### config.mk
export PLATFORM = sky130hd
export DESIGN_NAME = gpu_dispatcher
export DESIGN_NICKNAME = d
export VERILOG_FILES = /design/src/rtl/gpu_pkg.sv /design/src/rtl/dispatch_slot.sv /design/src/rtl/gpu_dispatcher.sv
export SDC_FILE = /design/constraint.sdc
export NUM_CORES = 1
export LEC_CHECK = 0
export ABC_AREA = 1
export ABC_CLOCK_PERIOD_IN_PS = 4400
export BUFFER_PORTS_ARGS = -buffer_cell sky130_fd_sc_hd__buf_2
export CORE_UTILIZATION = 40
export DETAILED_ROUTE_END_ITERATION = 12
export PLACE_DENSITY = 0.69
export SLEW_MARGIN = 20
export SYNTH_ARGS = -nofsm -noshare
export SYNTH_HDL_FRONTEND = slang
export SYNTH_HIERARCHICAL = 1
export SYNTH_SLANG_ARGS = --single-unit
### constraint.sdc
create_clock -name clk -period 4.4 [get_ports clk]
set_clock_uncertainty 0.2 [all_clocks]
set_input_delay 0.22 -clock clk [delete_from_list [all_inputs] [get_ports clk]]
set_output_delay 0.22 -clock clk [all_outputs]
set_load 0.01 [all_outputs]
### src/rtl/gpu_pkg.sv
// ============================================================================
// gpu_pkg: shared state encodings, ID/count width and block-size helper for
// the kernel dispatcher.                                         Rev 1.0
// ============================================================================
`default_nettype none

package gpu_pkg;

   localparam int ID_W = 8;

   typedef enum logic [1:0] {
      IDLE   = 2'd0,
      LAUNCH = 2'd1,
      RUN    = 2'd2,
      DONE   = 2'd3
   } top_state_t;

   typedef enum logic [1:0] {
      FREE  = 2'd0,
      START = 2'd1,
      BUSY  = 2'd2
   } slot_state_t;

   // Block size is a power of two, so its log2 is the index of its single set bit.
   function automatic int tpb_log2(input int n);
      int r;
      r = 0;
      for (int i = 0; i < 8; i++) begin
         if ((1 << i) == n) r = i;
      end
      return r;
   endfunction

endpackage

`default_nettype wire

### src/rtl/dispatch_slot.sv
// ============================================================================
// dispatch_slot: per-core issue slot holding the block handed to one core.
//                                                                 Rev 1.0
// ============================================================================
`default_nettype none

module dispatch_slot
   import gpu_pkg::*;
(
   input  logic            clk,
   input  logic            reset,
   input  logic            clear,
   input  logic            issue,
   input  logic [ID_W-1:0] block_id,
   input  logic [ID_W-1:0] thread_count,
   input  logic            core_done,
   output logic            is_free,
   output logic            retire,
   output logic            core_start,
   output logic [ID_W-1:0] core_block_id,
   output logic [ID_W-1:0] core_thread_count
);

   slot_state_t state;

   always_ff @(posedge clk or negedge reset) begin
      if (!reset) begin
         state             <= FREE;
         core_start        <= 1'b0;
         core_block_id     <= '0;
         core_thread_count <= '0;
      end else begin
         core_start <= 1'b0;
         if (clear) begin
            state <= FREE;
         end else begin
            case (state)
               FREE: begin
                  if (issue) begin
                     state             <= START;
                     core_start        <= 1'b1;
                     core_block_id     <= block_id;
                     core_thread_count <= thread_count;
                  end
               end
               START:   state <= BUSY;
               BUSY:    if (core_done) state <= FREE;
               default: state <= FREE;
            endcase
         end
      end
   end

   assign is_free = (state == FREE);
   assign retire  = (state == BUSY) && core_done;

endmodule

`default_nettype wire

### src/rtl/gpu_dispatcher.sv
// ============================================================================
// gpu_dispatcher: splits a kernel into blocks and issues them to free cores.
// Optional launch-to-done cycle counter under DISPATCH_PERF_EN.   Rev 1.0
// ============================================================================
`default_nettype none

module gpu_dispatcher
   import gpu_pkg::*;
#(
   parameter int NUM_CORES         = 2,
   parameter int THREADS_PER_BLOCK = 4
)(
   input  logic                      clk,
   input  logic                      reset,
   input  logic                      start,
   input  logic [7:0]                thread_count,
   input  logic [NUM_CORES-1:0]      core_done,
   output logic [NUM_CORES-1:0]      core_reset,
   output logic [NUM_CORES-1:0]      core_start,
   output logic [NUM_CORES*ID_W-1:0] core_block_id,
   output logic [NUM_CORES*ID_W-1:0] core_thread_count,
   output logic                      done,
   output logic [15:0]               kernel_cycles
);

   localparam int TPB_LOG2 = tpb_log2(THREADS_PER_BLOCK);

   top_state_t           state;
   logic [ID_W-1:0]      total_blocks;
   logic [ID_W-1:0]      blocks_dispatched;
   logic [ID_W-1:0]      blocks_done;
   logic [ID_W-1:0]      tc_latched;
   logic [ID_W-1:0]      retire_cnt;
   logic [ID_W-1:0]      issue_count;
   logic [8:0]           total_calc;
   logic [NUM_CORES-1:0] slot_free;
   logic [NUM_CORES-1:0] slot_retire;
   logic [NUM_CORES-1:0] issue_vec;
   logic                 pick_done;
   logic                 clear_slots;

   assign total_calc  = {1'b0, thread_count} + 9'(THREADS_PER_BLOCK - 1);
   assign clear_slots = (state == LAUNCH);

   // Only the final block can be short; its size wraps in 8 bits like the counters.
   assign issue_count = (blocks_dispatched == total_blocks - 8'd1)
                      ? tc_latched - (blocks_dispatched << TPB_LOG2)
                      : ID_W'(THREADS_PER_BLOCK);

   always_comb begin
      issue_vec = '0;
      pick_done = 1'b0;
      if (state == RUN && blocks_dispatched < total_blocks) begin
         for (int i = 0; i < NUM_CORES; i++) begin
            if (slot_free[i] && !pick_done) begin
               issue_vec[i] = 1'b1;
               pick_done    = 1'b1;
            end
         end
      end
   end

   always_comb begin
      retire_cnt = '0;
      for (int i = 0; i < NUM_CORES; i++) begin
         retire_cnt = retire_cnt + ID_W'(slot_retire[i]);
      end
   end

   always_ff @(posedge clk or negedge reset) begin
      if (!reset) begin
         state             <= IDLE;
         total_blocks      <= '0;
         blocks_dispatched <= '0;
         blocks_done       <= '0;
         tc_latched        <= '0;
         core_reset        <= '0;
         done              <= 1'b0;
      end else begin
         core_reset <= '0;
         case (state)
            IDLE: begin
               if (start) begin
                  state      <= LAUNCH;
                  core_reset <= '1;
               end
            end
            LAUNCH: begin
               total_blocks      <= ID_W'(total_calc >> TPB_LOG2);
               tc_latched        <= thread_count;
               blocks_dispatched <= '0;
               blocks_done       <= '0;
               state             <= RUN;
            end
            RUN: begin
               if (|issue_vec) blocks_dispatched <= blocks_dispatched + 8'd1;
               blocks_done <= blocks_done + retire_cnt;
               if (blocks_done == total_blocks) begin
                  state <= DONE;
                  done  <= 1'b1;
               end
            end
            DONE: begin
               if (!start) begin
                  state <= IDLE;
                  done  <= 1'b0;
               end
            end
            default: state <= IDLE;
         endcase
      end
   end

   for (genvar g = 0; g < NUM_CORES; g++) begin : g_slot
      dispatch_slot u_slot (
         .clk               (clk),
         .reset             (reset),
         .clear             (clear_slots),
         .issue             (issue_vec[g]),
         .block_id          (blocks_dispatched),
         .thread_count      (issue_count),
         .core_done         (core_done[g]),
         .is_free           (slot_free[g]),
         .retire            (slot_retire[g]),
         .core_start        (core_start[g]),
         .core_block_id     (core_block_id[g*ID_W +: ID_W]),
         .core_thread_count (core_thread_count[g*ID_W +: ID_W])
      );
   end

`ifdef DISPATCH_PERF_EN
   logic [15:0] cycle_cnt;

   always_ff @(posedge clk or negedge reset) begin
      if (!reset) begin
         cycle_cnt <= '0;
      end else if (state == LAUNCH) begin
         cycle_cnt <= '0;
      end else if (state == RUN && cycle_cnt != 16'hFFFF) begin
         cycle_cnt <= cycle_cnt + 16'd1;
      end
   end

   assign kernel_cycles = cycle_cnt;
`else
   assign kernel_cycles = 16'd0;
`endif

endmodule

`default_nettype wire

==> results.toml, run 1 <==
[cells_and_area]
num-fill-cells = 1023
finalNonFillerCells = 750
multi_input_comb_area_mm2 = 0.00204
final-seq-area_mm2 = 0.00183
final_nets = 644
post-route-util_pct = 47.0
area_growth_pct = 14.0
diodes = 0
drive_gt1_share_pct = 15.3

[yosys]
muxShareOfSynthArea_pct = 0
synth_cell_types = 35
ys_ff_latch = 73
postSynthAreaPerCell_um2 = 7.78
seq_area_frac_synth_pct = 42.9
synthTopCellsByArea = "dfrtp_1 43%, nand2_1 15%, nand3_1 7.8%"
synth_area_leader_cell = "dfrtp_1"
synth.cell_area_mm2 = 0.00426
synth_top_family_by_area = "simple AND/OR/NAND/NOR gates"
synth-xor-area-share_pct = 2.06
synth_compound_area_share_pct = 5.11
yosys.area_share.adder_pct = 6.82
synthSimpleGateAreaFrac_pct = 32.5
yosys_warnings = 6
syn_inst = 547
synth.top_cell.area_share_pct = 42.9

[global_routing]
grt_max_degree = 38
grt_first_pass_wirelength_um = 16100
antenna_found_initial = 0
first_global_vias = 3388
grt_overflow = 0
grt_use_total_pct = 18.4

[placed_design]
placedCellCount = 722
gp_congestion = 0.840
portBuffers = 49
dp_hpwl_um = 6950

[clock_tree]
cts_tree = "built"
clk_pin_slew_worst_paths_ns = 0.09
max-clock-path-buffers = 2
numCtsBuffers = 9
htreeDepth = 3
cts_setup_buffers = 0
cts_sinks = 73
insertion_delay_ns = 0.36
cts-root-buf = "clkbuf_8"

[power_and_ir_drop]
powerDensity_mw_per_mm2 = 561
ir_worst_vdd_uv = 166
leakagePower_nw = 2.71
finalPower_mw = 2.72

[drt]
dr_total_vias = 3594
wl_per_cell_um = 12.7
drt-pass1-iter-count = 5
drc = 0
wl_met2_um = 4610
antenna_left = 0
wl_met1_um = 4420
route.met3.wl_um = 398
drt_iter0_drc = 166
drt_wl_total_um = 9510
drt-vias-per-instance = 4.79
topRoutingLayerUsed = "met4"

[setup_path]
crit_type = "reg -> reg"
cp-start-kind = "flop"
cp.arrival_ns = 2.86
worstPathRequired_ns = 4.45
end_kind = "flop"
worst-path-max-fanout = 18

[floorplanning]
io_pins = 66
dieArea_mm2 = 0.0111
die_w_um = 105
start_util_pct = 41.2
die_y_um = 105
fp.coreArea_mm2 = 0.0103
std_cell_rows = 37

[timing]
fmax_ghz = 0.356
finalCriticalPeriod_ns = 2.81
hold_slack_ns = 0.271
tightestPinTransition_ns = 0.803
slew_headroom_pct = 46.5
rsz0062_at_grt = "no"
min_period_over_period_pct = 63.8
finalHoldViolCount = 0
setup_viol = 0
maxSlewViolCount = 0
setup_tns_ns = 0

[outcome]
status = "completed"

[run]
cap_violations = 0

[hold_path]
min_path_type = "reg -> reg"
## layout make-up
class | instances | area share, %
Clock buffer | 9 | 2.55
Inverter | 67 | 5.18
Sequential cell | 73 | 37.7
Multi-Input combinational cell | 395 | 42.0
Timing Repair Buffer | 63 | 7.84
Clock inverter | 7 | 1.26
Tap cell | 136 | 3.51
## state kept, by name (all words and copies together), names as in the netlist
signal,cells
blocks_done,8
blocks_dispatched,8
g_slot.u_slot/state,4
core_reset,1
g_slot.u_slot/core_block_id,16
total_blocks,7
g_slot.u_slot/core_thread_count,16
state,2
tc_latched,8
done,1
g_slot.u_slot/core_start,2
## layout by cell type (no fill, tap or decap), drive strengths merged, types with 6 or more instances in the layout
| cell | count |
|---|---|
| inv | 69 |
| dfrtp | 73 |
| clkbuf | 9 |
| nand3 | 68 |
| conb | 16 |
| ha | 20 |
| xor2 | 6 |
| dlygate4sd3 | 12 |
| buf | 51 |
| nor2 | 47 |
| nand2 | 172 |
| nand4 | 6 |
| o21ai | 24 |
| a21oi | 11 |
## cell usage after synthesis, drive strengths merged
master and count:
fa 2, o22ai 1, xnor2 4, clkinv 1
o211ai 1, a21oi 11, and3b 2, nand3 68
nand4 6, inv 66, and2 2, xor2 6
dfrtp 73, nand2 172, o221ai 1, o21ai 24
clkbuf 2, nor2 47, nor3 5, or2 1
ha 20, buf 25, conb 1, nor3b 5
a31oi 1
## logic make-up (layout without fill, tap and decap cells)
logic type	Yosys count	count (layout)
and+or+nand+nor	308	308
buffers and inverters	94	146
DFF	73	73
AOI/OAI and AO/OA	39	39
adders and majority gates	22	22
xor gates and xnor gates	10	10
other	1	16
## per-layer routing
metal / vias to the layer above / track usage, %
met2: 77 / 31.5
met5: - / 0
li1: 1834 / -
met3: 7 / 3.93
met4: 0 / 4.63
met1: 1676 / 23.7
## repair_timing
| item | 4_1_cts | 5_1_grt |
|---|---|---|
| hold buffers | 12 | 0 |
| endpoints found under the hold margin | 49 | 0 |
| resized for setup | 0 | 0 |
## metrics by stage
step | setup WS [ns] | cell area (um2)
floorplan | 2.29 | 4310
global placement | 1.71 | 4550
detailed placement | 1.63 | 4550
CTS | 1.59 | 4850
global route | 1.26 | 4850
finish | 1.59 | 4850
## report_power, final
group / internal [mW] / total (mW) / switching, mW
Combinational: 0.425 / 1.26 / 0.836
Sequential: 0.828 / 0.966 / 0.138
Clock: 0.214 / 0.497 / 0.283
## critical path, stage by stage (launching register included)
cell	delay [ns]
dfrtp_1	0.42
inv_1	0.12
ha_1	0.45
inv_2	0.12
nor2_1	0.11
nand3_1	0.08
nor2_2	0.18
nand2_1	0.09
nor2_1	0.09
inv_1	0.07
nor2_4	0.35
nand2_4	0.24
nand2_1	0.13
nand2_1	0.05
## path summary, 6_finish.rpt
| kind | start | endpoint | slack [ns] | depth (start not counted) |
|---|---|---|---|---|
| worst max-delay path | state[0] | g_slot[1].u_slot/core_thread_count[7] | 1.59 | 13 |
| min in group asynchronous | reset | g_slot[0].u_slot/core_thread_count[0] | 0.29 | 2 |
| worst min-delay path | g_slot[0].u_slot/core_thread_count[0] | g_slot[0].u_slot/core_thread_count[0] | 0.27 | 2 |
| max in group asynchronous | reset | total_blocks[0] | 2.76 | 3 |
| worst max register to register | state[0] | g_slot[1].u_slot/core_thread_count[7] | 1.59 | 13 |
| worst min register to register | g_slot[0].u_slot/core_thread_count[0] | g_slot[0].u_slot/core_thread_count[0] | 0.27 | 2 |
No activity file was read; power rests on OpenSTA's default activity.
==> inputs of run 2 (changes only) <==
ABC_CLOCK_PERIOD_IN_PS = 2600   (was 4400)
clock period = 2.6 ns   (was 4.4 ns; I/O delays follow)
==> run 2 against run 1 <==
Clock-buffer cell count stayed put. First-iteration DRC count up 15%. Sequential power is 67% higher. Critical path type unchanged. Critical endpoint is now g_slot[1].u_slot/core_block_id[5].
==> results.toml, run 2 (same netlist as run 1, synthesis figures left out) <==
[outcome]
status = "completed"

[placed_design]
gp_congestion = 0.865
dp_hpwl_um = 7140
portBuffers = 49
dp_slack_ns = 0.273

[power_and_ir_drop]
powerDensity_mw_per_mm2 = 955
leakagePower_nw = 2.76
ir_worst_vdd_uv = 341

[timing]
setup_tns_ns = 0
fmax_ghz = 0.428
tightestPinTransition_ns = 0.890
hold_slack_ns = 0.235
finalCriticalPeriod_ns = 2.34
setup_viol = 0
finalHoldViolCount = 0
slew_headroom_pct = 40.7
fin_ws_ns = 0.262
rsz0062_at_grt = "no"
maxSlewViolCount = 0
min_period_over_period_pct = 89.9

[floorplanning]
dieArea_mm2 = 0.0111
std_cell_rows = 37
io_pins = 66
start_util_pct = 41.2
fp.coreArea_mm2 = 0.0103
die_y_um = 105
die_w_um = 105

[cells_and_area]
num-fill-cells = 989
reg_top3 = "g_slot.u_slot/core_block_id x16, g_slot.u_slot/core_thread_count x16"
drive_gt1_share_pct = 16.4
area_growth_pct = 16.1
layout_common_cells = "168 x nand2_1, 73 x dfrtp_1, 66 x nand3_1"
final_nets = 652
final_common_cell = "nand2_1"
diodes = 0

[setup_path]
end_kind = "flop"
crit_start = "total_blocks[6]"
reg2reg_depth = 12
r2r-start = "total_blocks[6]"
cp.arrival_ns = 2.38
timing.critical_path.to = "g_slot[1].u_slot/core_block_id[5]"
cp-start-kind = "flop"
reg2reg_to = "g_slot[1].u_slot/core_block_id[5]"
crit_type = "reg -> reg"
r2r_slack_ns = 0.26
worstPathRequired_ns = 2.64
worst-path-max-fanout = 18

[global_routing]
grt_max_degree = 38
grt_use_total_pct = 18.2
antenna_found_initial = 0
first_global_vias = 3422
grt_first_pass_wirelength_um = 16000
grt_overflow = 0

[drt]
dr_total_vias = 3607
drt_iter0_drc = 191
wl_per_cell_um = 12.2
drt-vias-per-instance = 4.76
antenna_left = 0
drt-pass1-iter-count = 4
drc = 0
drt_wl_total_um = 9270

[clock_tree]
numCtsBuffers = 9
insertion_delay_ns = 0.35
cts_setup_buffers = 0
cts_tree = "built"
cts_sinks = 73
clk_pin_slew_worst_paths_ns = 0.09
max-clock-path-buffers = 2
cts-root-buf = "clkbuf_8"
htreeDepth = 3

[hold_path]
min_path_type = "in -> async"

[run]
cap_violations = 0
-- run 2: stage by stage --
stage / std cells / power (mW) / area, um2 / utilization [%]
after floorplan: 562 / 3.26 / 4310 / -
after global placement: 730 / 3.75 / 4620 / 44.7
after detailed placement: 730 / 3.82 / 4620 / 44.7
after CTS: 758 / 4.75 / 4940 / 47.9
after global routing: 758 / 5.13 / 4940 / 47.9
final: 758 / 4.72 / 4940 / 47.9
-- run 2: power breakdown --
| group | switching, mW | internal [mW] | total, mW |
|---|---|---|---|
| clock network | 0.457 | 0.451 | 0.907 |
| logic | 1.44 | 0.768 | 2.21 |
| registers | 0.206 | 1.40 | 1.61 |
-- run 2: repair_timing --
| item | 4_1_cts | 5_1_grt |
|---|---|---|
| hold buffers | 12 | 0 |
| hold endpoints to repair | 57 | 0 |
| resized for setup | 0 | 0 |
-- run 2: layer usage --
| layer | vias up | wire (um) | global-route usage (%) | part of all wire (%) |
|---|---|---|---|---|
| met4 | 0 | 232 | 9.36 | 2.5 |
| li1 | 1851 | - | - | - |
| met3 | 15 | 404 | 3.68 | 4.4 |
| met1 | 1648 | 4340 | 23.3 | 47 |
| met5 | - | 0 | 0 | 0 |
| met2 | 93 | 4300 | 29.2 | 46 |
-- run 2: how the worst min path moves through the flow --
stage | depth (start not counted) | start | slack [ns] | endpoint
2_1_floorplan | 0 | reset | -0.37 | blocks_dispatched[0]
3_3_place_gp | 1 | reset | 0.09 | g_slot[1].u_slot/core_block_id[1]
3_5_place_dp | 1 | reset | 0.1 | g_slot[1].u_slot/core_block_id[1]
4_1_cts | 2 | reset | 0.26 | blocks_dispatched[6]
5_1_grt | 2 | g_slot[0].u_slot/core_block_id[3] | 0.29 | g_slot[0].u_slot/core_block_id[3]
6_report | 2 | reset | 0.23 | blocks_dispatched[6]
-- run 2: area by class of cell --
type / instances / area, um2 / share of cell area (%)
Clock buffer: 9 / 124 / 2.51
Clock inverter: 7 / 81.3 / 1.65
Inverter: 67 / 251 / 5.09
Multi-Input combinational cell: 395 / 2040 / 41.2
Sequential cell: 73 / 1830 / 37.0
Tap cell: 136 / 170 / 3.44
Timing Repair Buffer: 71 / 453 / 9.16
-- run 2: critical path: stages (launching register included) --
cell,delay (ns)
dfrtp_1,0.48
inv_2,0.11
ha_1,0.32
nand2_1,0.06
nand3_1,0.08
nor2_2,0.19
nand2_1,0.09
nor2_1,0.09
inv_1,0.07
nor2_4,0.19
nand2_4,0.18
nand2_1,0.10
nand2_1,0.05
==> inputs of run 3 (changes only) <==
MAX_ROUTING_LAYER = met4   (was default)
==> run 3 against run 2 <==
Maximum frequency down 0.39%. Combinational power barely moved. Critical path depth unchanged. Routed wire length rose by 0.14%. Non-clock buffer count unchanged. Worst hold slack got worse by 0.013 ns.
==> results.toml, run 3 (same netlist as run 1, synthesis figures left out) <==
[cells_and_area]
final-seq-area_mm2 = 0.00183
post-route-util_pct = 47.9
num-fill-cells = 989
final_nets = 652
layout_common_cells = "168 x nand2_1, 73 x dfrtp_1, 66 x nand3_1"
reg_top3 = "g_slot.u_slot/core_block_id x16, g_slot.u_slot/core_thread_count x16"
drive_gt1_share_pct = 16.4
final_common_cell = "nand2_1"
diodes = 0
finalNonFillerCells = 758
multi_input_comb_area_mm2 = 0.00204
area_growth_pct = 16.1

[drt]
drt_wl_total_um = 9290
drt-vias-per-instance = 4.80
drt-pass1-iter-count = 4
topRoutingLayerUsed = "met4"
wl_met2_um = 4210
drc = 0
route.met3.wl_um = 446
antenna_left = 0
wl_met1_um = 4320
dr_total_vias = 3635
wl_per_cell_um = 12.3
drt_iter0_drc = 195

[hold_path]
min_path_type = "in -> async"

[timing]
tightestPinTransition_ns = 0.886
min_period_over_period_pct = 90.3
finalHoldViolCount = 0
setup_tns_ns = 0
fmax_ghz = 0.426
hold_slack_ns = 0.221
slew_headroom_pct = 40.9
maxSlewViolCount = 0
finalCriticalPeriod_ns = 2.35
rsz0062_at_grt = "no"
setup_viol = 0

[floorplanning]
io_pins = 66
dieArea_mm2 = 0.0111
die_w_um = 105
fp.coreArea_mm2 = 0.0103
std_cell_rows = 37
start_util_pct = 41.2
die_y_um = 105

[outcome]
status = "completed"

[clock_tree]
max-clock-path-buffers = 2
htreeDepth = 3
cts-root-buf = "clkbuf_8"
cts_tree = "built"
numCtsBuffers = 9
clk_pin_slew_worst_paths_ns = 0.09
cts_sinks = 73
cts_resized = 0
insertion_delay_ns = 0.37

[global_routing]
grt_use_total_pct = 18.8
antenna_found_initial = 0
grt_max_degree = 38
first_global_vias = 3416
grt_first_pass_wirelength_um = 16000
grt_overflow = 0

[setup_path]
crit_type = "reg -> reg"
worst-path-max-fanout = 18
cp-start-kind = "flop"
worstPathRequired_ns = 2.65
end_kind = "flop"
cp.arrival_ns = 2.40

[power_and_ir_drop]
leakagePower_nw = 2.76
powerDensity_mw_per_mm2 = 956
p_sw_share_pct = 44.6
p_clk_share_pct = 19.4
intPower_mw = 2.62
switchingPower_mw = 2.11
power.share.sequential_pct = 34.0
ir_worst_vdd_uv = 341
pwr-share-comb_pct = 46.6

[placed_design]
dp_hpwl_um = 7140
portBuffers = 49
gp_congestion = 0.879
placedCellCount = 730

[run]
cap_violations = 0
[run 3: cell counts in the layout (fill, tap and decap cells not counted)]
No cell type changed its count.
[run 3: power by group through the flow]
stage                     combinational (mW)  sequential, mW  clock, mW
after floorplan                         1.62            1.64          0
after global placement                  2.12            1.62          0
after detailed placement                2.19            1.63          0
after CTS                               2.21            1.61      0.930
after global routing                    2.50            1.64      0.986
final                                   2.20            1.61      0.916
[run 3: final timing paths]
path | start | to | slack (ns) | cells past startpoint
min in group clk | g_slot[0].u_slot/core_thread_count[0] | g_slot[0].u_slot/core_thread_count[0] | 0.27 | 2
hold reg to reg | g_slot[0].u_slot/core_thread_count[0] | g_slot[0].u_slot/core_thread_count[0] | 0.27 | 2
setup reg to reg | total_blocks[6] | g_slot[1].u_slot/core_block_id[5] | 0.25 | 12
max in group asynchronous | reset | g_slot[0].u_slot/core_thread_count[4] | 1.29 | 3
setup / recovery | total_blocks[6] | g_slot[1].u_slot/core_block_id[5] | 0.25 | 12
hold / removal | reset | blocks_dispatched[6] | 0.22 | 2
[run 3: layout make-up]
cell class / count / area share, %
timing repair buffer: 71 / 9.16
multi-input combinational: 395 / 41.2
sequential: 73 / 37.0
clock buffer: 9 / 2.51
tap: 136 / 3.44
clock inverter: 7 / 1.65
inverter: 67 / 5.09
[run 3: what timing repair did]
item,in CTS,in global routing
endpoints found under the hold margin,57,0
hold buffers,12,0
buffers inserted,0,0
[run 3: routing by layer]
| layer | track usage, % | vias up |
|---|---|---|
| li1 | - | 1843 |
| met1 | 23.3 | 1661 |
| met2 | 29.2 | 111 |
| met3 | 4.24 | 20 |
| met4 | 8.75 | 0 |
| met5 | - | - |
[run 3: critical path: stages, from the launching register on]
cell	delay (ns)
dfrtp_1	0.48
inv_2	0.11
ha_1	0.32
nand2_1	0.06
nand3_1	0.08
nor2_2	0.19
nand2_1	0.09
nor2_1	0.09
inv_1	0.07
nor2_4	0.19
nand2_4	0.18
nand2_1	0.10
nand2_1	0.05
[run 3: metrics by stage]
step | power, mW | instance area, um2 | worst slack (ns)
5_1_grt | 5.13 | 4940 | 0.0313
2_1_floorplan | 3.26 | 4310 | 0.493
4_1_cts | 4.75 | 4940 | 0.247
3_5_place_dp | 3.82 | 4620 | 0.273
3_3_place_gp | 3.75 | 4620 | 0.349
6_report | 4.73 | 4940 | 0.253
